File: src/rtl/memory_arbiter_pkg.sv
// memory_arbiter_pkg: shared CPU word and RAM status types
package memory_arbiter_pkg;
  typedef logic [31:0] word_t;
  typedef enum logic [1:0] {FREE = 2'd0, BUSY = 2'd1, ACCESS = 2'd2, ERROR = 2'd3} ramstate_t;
endpackage

File: src/rtl/memory_arbiter_if.sv
// memory_arbiter_if: cache-side requests and the single RAM port seen by the arbiter
interface memory_arbiter_if;
  import memory_arbiter_pkg::*;
  logic      iREN, iwait, dREN, dWEN, dwait, ramREN, ramWEN;
  word_t     iaddr, iload, daddr, dstore, dload, ramaddr, ramstore, ramload;
  ramstate_t ramstate;
  modport master (
    output iREN, iaddr, dREN, dWEN, daddr, dstore, ramload, ramstate,
    input  iwait, iload, dwait, dload, ramREN, ramWEN, ramaddr, ramstore
  );
  modport slave (
    input  iREN, iaddr, dREN, dWEN, daddr, dstore, ramload, ramstate,
    output iwait, iload, dwait, dload, ramREN, ramWEN, ramaddr, ramstore
  );
endinterface

File: src/rtl/memory_arbiter.sv
// memory_arbiter: grants the RAM port to the dcache (priority) or icache,
// keeping each grant for a contiguous burst bounded by MAX_BURST under contention
module memory_arbiter
  import memory_arbiter_pkg::*;
#(
  parameter int MAX_BURST = 4,
  parameter int CNT_W     = 3
) (
  input logic              CLK,
  input logic              nRST,
  memory_arbiter_if.slave  bus
);
  typedef enum logic [1:0] {IDLE, DGNT, IGNT} state_t;
  localparam logic [CNT_W-1:0] CMAX = CNT_W'(MAX_BURST);
  state_t           r_state;
  logic [CNT_W-1:0] r_cnt, w_cnt_inc;
  logic             w_dreq, w_dgnt, w_ignt, w_dcomp, w_icomp, w_own, w_other, w_release;
  always_comb begin
    w_dreq    = bus.dREN | bus.dWEN;
    w_dgnt    = r_state == DGNT;
    w_ignt    = r_state == IGNT;
    w_dcomp   = w_dgnt && w_dreq && bus.ramstate == ACCESS;
    w_icomp   = w_ignt && bus.iREN && bus.ramstate == ACCESS;
    w_own     = w_dgnt ? w_dreq : w_ignt && bus.iREN;
    w_other   = w_dgnt ? bus.iREN : w_dreq;
    w_cnt_inc = r_cnt == CMAX ? r_cnt : r_cnt + 1'b1;
    // release once the burst quota is spent, but only if someone is waiting
    w_release = !w_own || ((w_dcomp || w_icomp) && w_cnt_inc == CMAX && w_other);
    bus.ramaddr  = w_dgnt ? bus.daddr : w_ignt ? bus.iaddr : '0;
    bus.ramstore = w_dgnt ? bus.dstore : '0;
    bus.ramWEN   = w_dgnt && bus.dWEN;
    bus.ramREN   = w_dgnt ? bus.dREN && !bus.dWEN : w_ignt && bus.iREN;
    bus.dwait    = !w_dcomp;
    bus.iwait    = !w_icomp;
    bus.dload    = w_dcomp ? bus.ramload : '0;
    bus.iload    = w_icomp ? bus.ramload : '0;
  end
  always_ff @(posedge CLK or negedge nRST)
    if (!nRST) begin
      r_state <= IDLE;
      r_cnt   <= '0;
    end else if (r_state == IDLE)
      r_state <= w_dreq ? DGNT : bus.iREN ? IGNT : IDLE;
    else if (w_release) begin
      r_state <= w_dgnt ? (bus.iREN ? IGNT : IDLE) : (w_dreq ? DGNT : IDLE);
      r_cnt   <= '0;
    end else if (w_dcomp || w_icomp)
      r_cnt <= w_cnt_inc;
endmodule

File: src/flat_wrapper.sv
// flat-port wrapper written by rule: the top's interface ports become plain ports
module memory_arbiter_flat import memory_arbiter_pkg::*;
#(
  parameter int MAX_BURST = 4,
  parameter int CNT_W     = 3
)
  (CLK, nRST, bus_iREN, bus_iaddr, bus_dREN, bus_dWEN, bus_daddr, bus_dstore, bus_ramload, bus_ramstate, bus_iwait, bus_iload, bus_dwait, bus_dload, bus_ramREN, bus_ramWEN, bus_ramaddr, bus_ramstore);
  memory_arbiter_if bus_i ();
  input logic CLK;
  input logic nRST;
  input wire logic [$bits(bus_i.iREN)-1:0] bus_iREN;
  input wire logic [$bits(bus_i.iaddr)-1:0] bus_iaddr;
  input wire logic [$bits(bus_i.dREN)-1:0] bus_dREN;
  input wire logic [$bits(bus_i.dWEN)-1:0] bus_dWEN;
  input wire logic [$bits(bus_i.daddr)-1:0] bus_daddr;
  input wire logic [$bits(bus_i.dstore)-1:0] bus_dstore;
  input wire logic [$bits(bus_i.ramload)-1:0] bus_ramload;
  input wire logic [$bits(bus_i.ramstate)-1:0] bus_ramstate;
  output wire logic [$bits(bus_i.iwait)-1:0] bus_iwait;
  output wire logic [$bits(bus_i.iload)-1:0] bus_iload;
  output wire logic [$bits(bus_i.dwait)-1:0] bus_dwait;
  output wire logic [$bits(bus_i.dload)-1:0] bus_dload;
  output wire logic [$bits(bus_i.ramREN)-1:0] bus_ramREN;
  output wire logic [$bits(bus_i.ramWEN)-1:0] bus_ramWEN;
  output wire logic [$bits(bus_i.ramaddr)-1:0] bus_ramaddr;
  output wire logic [$bits(bus_i.ramstore)-1:0] bus_ramstore;
  assign bus_i.iREN = bus_iREN;
  assign bus_i.iaddr = bus_iaddr;
  assign bus_i.dREN = bus_dREN;
  assign bus_i.dWEN = bus_dWEN;
  assign bus_i.daddr = bus_daddr;
  assign bus_i.dstore = bus_dstore;
  assign bus_i.ramload = bus_ramload;
  assign bus_i.ramstate = bus_ramstate;
  assign bus_iwait = bus_i.iwait;
  assign bus_iload = bus_i.iload;
  assign bus_dwait = bus_i.dwait;
  assign bus_dload = bus_i.dload;
  assign bus_ramREN = bus_i.ramREN;
  assign bus_ramWEN = bus_i.ramWEN;
  assign bus_ramaddr = bus_i.ramaddr;
  assign bus_ramstore = bus_i.ramstore;
  memory_arbiter #(.MAX_BURST(MAX_BURST), .CNT_W(CNT_W)) u_core (.CLK(CLK), .nRST(nRST), .bus(bus_i));
endmodule
File: config.mk
export PLATFORM = sky130hd
export DESIGN_NAME = memory_arbiter_flat
export DESIGN_NICKNAME = d
export VERILOG_FILES = /design/src/rtl/memory_arbiter_pkg.sv /design/src/rtl/memory_arbiter_if.sv /design/src/rtl/memory_arbiter.sv /design/src/flat_wrapper.sv
export SDC_FILE = /design/constraint.sdc
export NUM_CORES = 1
export LEC_CHECK = 0
export CORE_AREA = 2 2 102 104
export DETAILED_ROUTE_END_ITERATION = 10
export DIE_AREA = 0 0 104 106
export HOLD_SLACK_MARGIN = 0.08
export SYNTH_ARGS = -nofsm -noshare
export SYNTH_HDL_FRONTEND = slang
export SYNTH_SLANG_ARGS = --single-unit
File: constraint.sdc
create_clock -name CLK -period 1.75 [get_ports CLK]
set_clock_uncertainty 0.1 [all_clocks]
set_input_delay 0.35 -clock CLK [delete_from_list [all_inputs] [get_ports CLK]]
set_output_delay 0.35 -clock CLK [all_outputs]
set_load 0.02 [all_outputs]
==> results.md, run 1 <==
* Pre-CTS setup slack at -843.7 ps
* Final setup fails at 132
* Sequential area share after synthesis at under 10%
* Pins Over Slew Limit at 0
* Top cell type's share of synthesized area at a little over two fifths
* Delay of the slowest critical-path stage at 390 ps
* Minimum clock period at 2005 ps
* Met2 track demand over resource at 34.26%
* Synthesized cell area at 1390 um^2
* Max Root-Sink Buffers at 2
* Leak Pwr at 2.279 nW
* Critical path cell sequence: nor2b_4 > o21ai_4 > nor2_4 > buf_12 > clkbuf_16 > and2_4 > buf_6
* Worst Reg-to-Reg Cells at 8
* Number of DRC markers after the initial detailed-route iteration at 78
* Initial DRT Pass Iterations at 4
* Initial cell density of the core at 13.90%
* Number of placement rows at 37
* Grt met1 use at 19.63%
* Library cell contributing the largest single delay on the critical path: sky130_fd_sc_hd__dfrtp_1
* Vias in the first global route at 2806
* Final Routed Wirelength at 10.74 mm
* Hold slack at 253.5 ps
* CP required at between 1000 and 1500 ps
* Final non-filler cell total at 624
* Global route total overflow at 0
* FF-to-FF End: u_core.r_cnt[1]
* Number of nets at the end of the flow at 624
* Wire length of the first global-routing pass at 15.52 mm
* Gate count after technology mapping at 198
* Power Internal at 2.813 mW
* Global placement routability congestion at 0.7982
* Setup slack of the most critical reg-to-reg path at -20 ps
* Sequential share of power at 4.2%
* Via count at between 2000 and 3000
* Category of the worst setup path launch point: register
* Post-route antenna net violation count at 0
* PnR worst setup slack at -255.0 ps
* Flip-flop and latch count after synthesis at 5
* Hold Buf Count CTS at 0
* GRT busiest layer: met2
* HPWL reported at the end of detailed placement at roughly 8.0 mm
* Post-synth top area cell: sky130_fd_sc_hd__and2_1
* Crit Reg-Reg Startpoint: u_core.r_state[1]
* Power spent charging and discharging nets at 2.388 mW
* Most frequent cells in the layout: sky130_fd_sc_hd__clkdlybuf4s50_1, sky130_fd_sc_hd__buf_6, sky130_fd_sc_hd__and2_4
* CTS Root Buffer Type: sky130_fd_sc_hd__clkbuf_8
* Status: complete, but fails checks
* RSZ-0062 raised after global routing: yes
* Global-route usage over all layers at between 10% and 20%
* Insertion delay to the later sink of the worst-skew pair at 230 ps
* Num CTS Buffers at 3
* Proportion of layout cells with a drive suffix above 1 at 54.53%
* Worst rel slew slack at 81.13%
* Upper clock frequency limit at 498.8 MHz
* Critical Path Sink Type: output port
* Leading post-synthesis cells by cell area: sky130_fd_sc_hd__and2_1, sky130_fd_sc_hd__a22o_1, sky130_fd_sc_hd__dfrtp_1, sky130_fd_sc_hd__clkbuf_1, sky130_fd_sc_hd__buf_2
* Clock slew at the register clock pins of the worst setup and hold paths at 40 ps
* TritonCTS clock tree: done
* Number of vias per cell after detailed routing at 4.194
* Global-route met3 utilization at around 4.7%
* Fraction of registers with async set/reset at 100.0%
* Core Box Area at 10000 um^2
* Worst voltage drop across the vdd grid at 466.3 uV
* Hold WC Path Type: in -> async
* Height of the die at 106 um
* Number of antenna violations at the first check in global routing at 2
* Most frequent standard cell in the layout excluding fill and tap cells: sky130_fd_sc_hd__clkdlybuf4s50_1
* Max H-tree Level at 1
* Share of power burned in combinational logic at between 90% and 100%
* Num Clock Sinks at 5
* I/O Buffers at between 200 and 300
* Crit path max fanout at 8
* Layout area overhead at 256.9%
* Mean post-synth cell area at 7.021 um^2
* Final clock period utilization by the worst path at 114.6%
* Die area at 11020 um^2
* I/O pin count at approximately 270
* Die W at 104 um
* Clock power frac at 4.2%
* DR DRC count at 0
* Crit path kind: reg -> out
* Data arrival at the endpoint of the critical path at around 1600 ps
* Max-capacitance violation count at 0
* Worst-Margin Slew at 283.1 ps
* Post-synth net total at about 340
* Number of unique standard cell types used by synthesis at 29
* Yosys warning total at 0
* Final setup TNS at -23830 ps
* Count of flip-flops with a built-in enable after synthesis at 0
* Areal power density over the cells at ~1000 nW/um^2
* DR WL/cell at approximately 17 um
* Hold Fails Final Rpt at 0
* Buffers & Inverters on Critical Path at 3
* Switching fraction of total power at 45.92%
* Kind of cell with the highest combined delay on the critical path: simple AND/OR/NAND/NOR gates
* Placed cell count at 605
* Violations in the final reports: negative setup slack
* Maximum number of pins on one net before global-route repair at 25
* Prevailing post-synth register cell: sky130_fd_sc_hd__dfrtp_1
synth_stat cells (3+ instances only):
| library cell | n |
|---|---|
| sky130_fd_sc_hd__nor2b_1 | 3 |
| sky130_fd_sc_hd__a22o_1 | 32 |
| sky130_fd_sc_hd__nand2_1 | 5 |
| sky130_fd_sc_hd__buf_2 | 6 |
| sky130_fd_sc_hd__nand2b_1 | 3 |
| sky130_fd_sc_hd__and2_1 | 97 |
| sky130_fd_sc_hd__a21oi_1 | 3 |
| sky130_fd_sc_hd__dfrtp_1 | 5 |
| sky130_fd_sc_hd__clkbuf_1 | 12 |
| sky130_fd_sc_hd__nor2_1 | 5 |
| sky130_fd_sc_hd__inv_1 | 4 |
cell families after synthesis:
| kind of cell | count (synthesis) | share of synthesized area (%) |
|---|---|---|
| buf+inv | 22 | 6.480 |
| flops | 5 | 9.001 |
| fa+ha+maj | 2 | 1.800 |
| compound gates | 48 | 29.52 |
| simple gates | 121 | 53.20 |
flip-flops by register name (all words and copies together), names as in the netlist:
register,cells
u_core.r_cnt,3
u_core.r_state,2
area by class of cell:
cell class | instances | area, um^2
well taps | 136 | 170.2
multi-input cells | 171 | 1456
diodes | 2 | 5.005
flip-flops and latches | 5 | 126.4
inverters | 4 | 17.52
clock buffers | 4 | 45.04
repair buffers | 302 | 3141
fillers | 956 | 5039
what timing repair did:
action,4_1_cts,5_1_grt
gates cloned,6,3
buffers inserted,6,1
resized for setup,786,49
pin swaps,35,29
setup endpoints to repair,137,137
hold endpoints to repair,0,0
worst register-to-register path: stages (launching register included):
cell and delay [ps]:
sky130_fd_sc_hd__dfrtp_2 430, sky130_fd_sc_hd__buf_6 130, sky130_fd_sc_hd__nand2b_4 130, sky130_fd_sc_hd__buf_6 120
sky130_fd_sc_hd__a221oi_4 250, sky130_fd_sc_hd__a32oi_2 150, sky130_fd_sc_hd__buf_4 160, sky130_fd_sc_hd__nand4_1 70
sky130_fd_sc_hd__o211ai_1 90
routing by layer:
layer	vias up	wire, um
met4	0	103
met3	6	746
met2	144	5840
met5	-	0
met1	1204	4054
li1	1263	-
how the worst max path moves through the flow:
| stage | from | end | slack [ps] | cells past startpoint |
|---|---|---|---|---|
| floorplan | u_core.r_state[1] | bus_dload[10] | -30 | 5 |
| detailed placement | bus_ramstate[0] | bus_iload[27] | -840 | 6 |
| finish | u_core.r_state[0] | bus_dload[21] | -250 | 7 |
| global route | u_core.r_state[0] | bus_dload[21] | -310 | 7 |
| global placement | bus_ramstate[0] | bus_iload[26] | -850 | 6 |
| CTS | u_core.r_state[0] | bus_dload[21] | -290 | 7 |
power groups by stage:
stage	logic (mW)	clock network, mW	registers, mW
2_1_floorplan	2.03	0	0.203
3_3_place_gp	4.18	0	0.208
3_5_place_dp	4.21	0	0.207
4_1_cts	4.44	0.220	0.211
5_1_grt	5.04	0.232	0.223
6_report	4.77	0.217	0.216
stage by stage:
stage | power (mW) | instance area (um^2) | utilization (%)
CTS | 4.872 | 4808 | 48.09
detailed placement | 4.416 | 4466 | 44.66
finish | 5.201 | 4961 | 49.61
global route | 5.492 | 4961 | 49.61
global placement | 4.385 | 4466 | 44.66
floorplan | 2.230 | 1464 | -
No activity file was read; power rests on OpenSTA's default activity.
==> run 2: changes to the inputs <==
--- a/config.mk
+++ b/config.mk
@@ -9,6 +9,7 @@
 export DETAILED_ROUTE_END_ITERATION = 10
 export DIE_AREA = 0 0 104 106
 export HOLD_SLACK_MARGIN = 0.08
+export SETUP_SLACK_MARGIN = 0.3
 export SYNTH_ARGS = -nofsm -noshare
 export SYNTH_HDL_FRONTEND = slang
 export SYNTH_SLANG_ARGS = --single-unit
==> run 2 against run 1 <==
Routed wire length shrank 5.6%. Sequential share of layout area shrank 0.38 points. Critical endpoint is now bus_dload[11]. Flip-flop and latch count is the same. The flow still finishes with violations (negative setup slack). Largest power group unchanged. Largest cell class unchanged.
==> results.md, run 2 (synthesized netlist as in run 1, its figures left out) <==
* Wire length on met3 at 755 um
* Status: complete, but fails checks
* Insertion delay to the later sink of the worst-skew pair at 220 ps
* Critical Path Sink Type: output port
* Maximum number of pins on one net before global-route repair at 24
* Final setup fails at ~140
* Hold WC Path Type: in -> async
* Minimum clock period at 2042 ps
* Worst-Margin Slew at 343.0 ps
* Crit Reg-Reg Startpoint: u_core.r_state[1]
* Power after layout at 6.577 mW
* Length of routed wiring on met1 at 3.454 mm
* HPWL reported at the end of detailed placement at 7.772 mm
* Register ranked first by flip-flop count: u_core.r_cnt
* Worst voltage drop across the vdd grid at 981.7 uV
* CTS Root Buffer Type: sky130_fd_sc_hd__clkbuf_8
* CP required at 1300 ps
* Data arrival at the endpoint of the critical path at 1590 ps
* Max Root-Sink Buffers at 2
* Vias in the first global route at around 2800
* Proportion of layout cells with a drive suffix above 1 at approximately two thirds
* Hold Buf Count CTS at 0
* RSZ-0062 raised after global routing: yes
* Max FFs per register at 3
* Worst Reg-to-Reg Cells at 9
* Total length of routed met2 wires at approximately 5.8 mm
* Number of nets at the end of the flow at 651
* Max-capacitance violation count at 0
* Num Clock Sinks at 5
* Core Box Area at 10000 um^2
* Final clock period utilization by the worst path at 116.7%
* Last element of the critical path: bus_dload[11]
* Area taken by flip-flops and latches at 126.4 um^2
* Die W at 104 um
* Pins Over Slew Limit at 0
* Initial DRT Pass Iterations at 4
* Area used by multi-input combinational logic at 1846 um^2
* Worst setup path startpoint: u_core.r_state[1]
* Most frequent cells in the layout: sky130_fd_sc_hd__clkdlybuf4s50_1, sky130_fd_sc_hd__buf_6, sky130_fd_sc_hd__and2_4
* Final setup TNS at -31370 ps
* Leak Pwr at approximately 2.7 nW
* Clock slew at the register clock pins of the worst setup and hold paths at 40 ps
* Ant diodes at 0
* Areal power density over the cells at roughly 1100 nW/um^2
* Number of placement rows at 37
* Wire length of the first global-routing pass at between 15 and 20 mm
* Num CTS Buffers at 3
* Max H-tree Level at 1
* Number of DRC markers after the initial detailed-route iteration at 46
* Layout area overhead at 319.8%
* Global placement routability congestion at 0.7479
* Worst rel slew slack at 77.13%
* Initial cell density of the core at 13.90%
* Height of the die at around 110 um
* TritonCTS clock tree: done
* Final Routed Wirelength at 10.14 mm
* Post-route antenna net violation count at 0
* Number of vias per cell after detailed routing at 4.210
* Crit path max fanout at 6
* I/O pin count at 267
* Violations in the final reports: negative setup slack
* Max layer used: met4
* Number of antenna violations at the first check in global routing at 0
* Via count at about 2700
* Setup slack of the most critical reg-to-reg path at -170 ps
* Global route total overflow at 0
* Registers with the highest flip-flop counts: u_core.r_cnt x3, u_core.r_state x2
* Die area at about 11000 um^2
* PnR worst setup slack at -292.4 ps
* Global-route usage over all layers at approximately 17%
* Final non-filler cell total at approximately 650
* Category of the worst setup path launch point: register
* Fill count at 875
* Most frequent standard cell in the layout excluding fill and tap cells: sky130_fd_sc_hd__clkdlybuf4s50_1
* I/O Buffers at around 270
* Hold Fails Final Rpt at 0
* Placed cell count at slightly above 600
* Crit path kind: reg -> out
* DR WL/cell at ~16 um
* DR DRC count at 0
* Upper clock frequency limit at 489.6 MHz
* FF-to-FF End: u_core.r_cnt[1]
* Layout Utilization at 58.36%
run 2: through the flow:
step | setup WS [ps] | instance area (um^2) | hold WS, ps
finish | -292.4 | 5836 | 249.9
global route | -373.0 | 5836 | 267.3
CTS | -302.6 | 5634 | 255.6
detailed placement | -840.4 | 4995 | 485.2
global placement | -828.9 | 4995 | 490.8
floorplan | 94.69 | 2047 | -45.59
run 2: timing repair:
item / CTS / global route
cloned: 9 / 2
pin swaps: 43 / 22
gates resized for setup: 749 / 35
buffers inserted: 19 / 4
setup endpoints to repair: 137 / 137
run 2: worst min-delay path by stage:
stage                                 end  slack [ps]  cells past startpoint
final                     u_core.r_cnt[0]         250                      1
after global routing      u_core.r_cnt[0]         270                      1
after CTS                 u_core.r_cnt[0]         260                      1
after detailed placement  u_core.r_cnt[0]         490                      1
after global placement    u_core.r_cnt[1]         490                      1
after floorplan           u_core.r_cnt[0]         -50                      0
run 2: critical path: stages (launching register included):
cell,delay [ps]
sky130_fd_sc_hd__dfrtp_2,420
sky130_fd_sc_hd__nor2b_4,190
sky130_fd_sc_hd__o21ai_4,100
sky130_fd_sc_hd__nor2_4,130
sky130_fd_sc_hd__buf_12,130
sky130_fd_sc_hd__buf_6,120
sky130_fd_sc_hd__and2_4,140
sky130_fd_sc_hd__buf_4,130
run 2: final cells by class:
type	instances	share of cell area (%)
inverter	4	0.2573
tap	136	2.916
timing repair buffer	329	62.26
sequential	5	2.166
multi-input combinational	171	31.63
clock buffer	4	0.7719
run 2: layer usage:
metal	up-vias	global-route usage, %
met5	-	0
met4	0	2.799
met3	8	4.414
met2	120	34.02
met1	1284	17.41
li1	1320	-
run 2: report_power, final:
| group | total, mW | switching (mW) | internal, mW |
|---|---|---|---|
| combinational | 6.15 | 2.53 | 3.62 |
| sequential | 0.217 | 0.0530 | 0.164 |
| clock | 0.213 | 0.0566 | 0.156 |
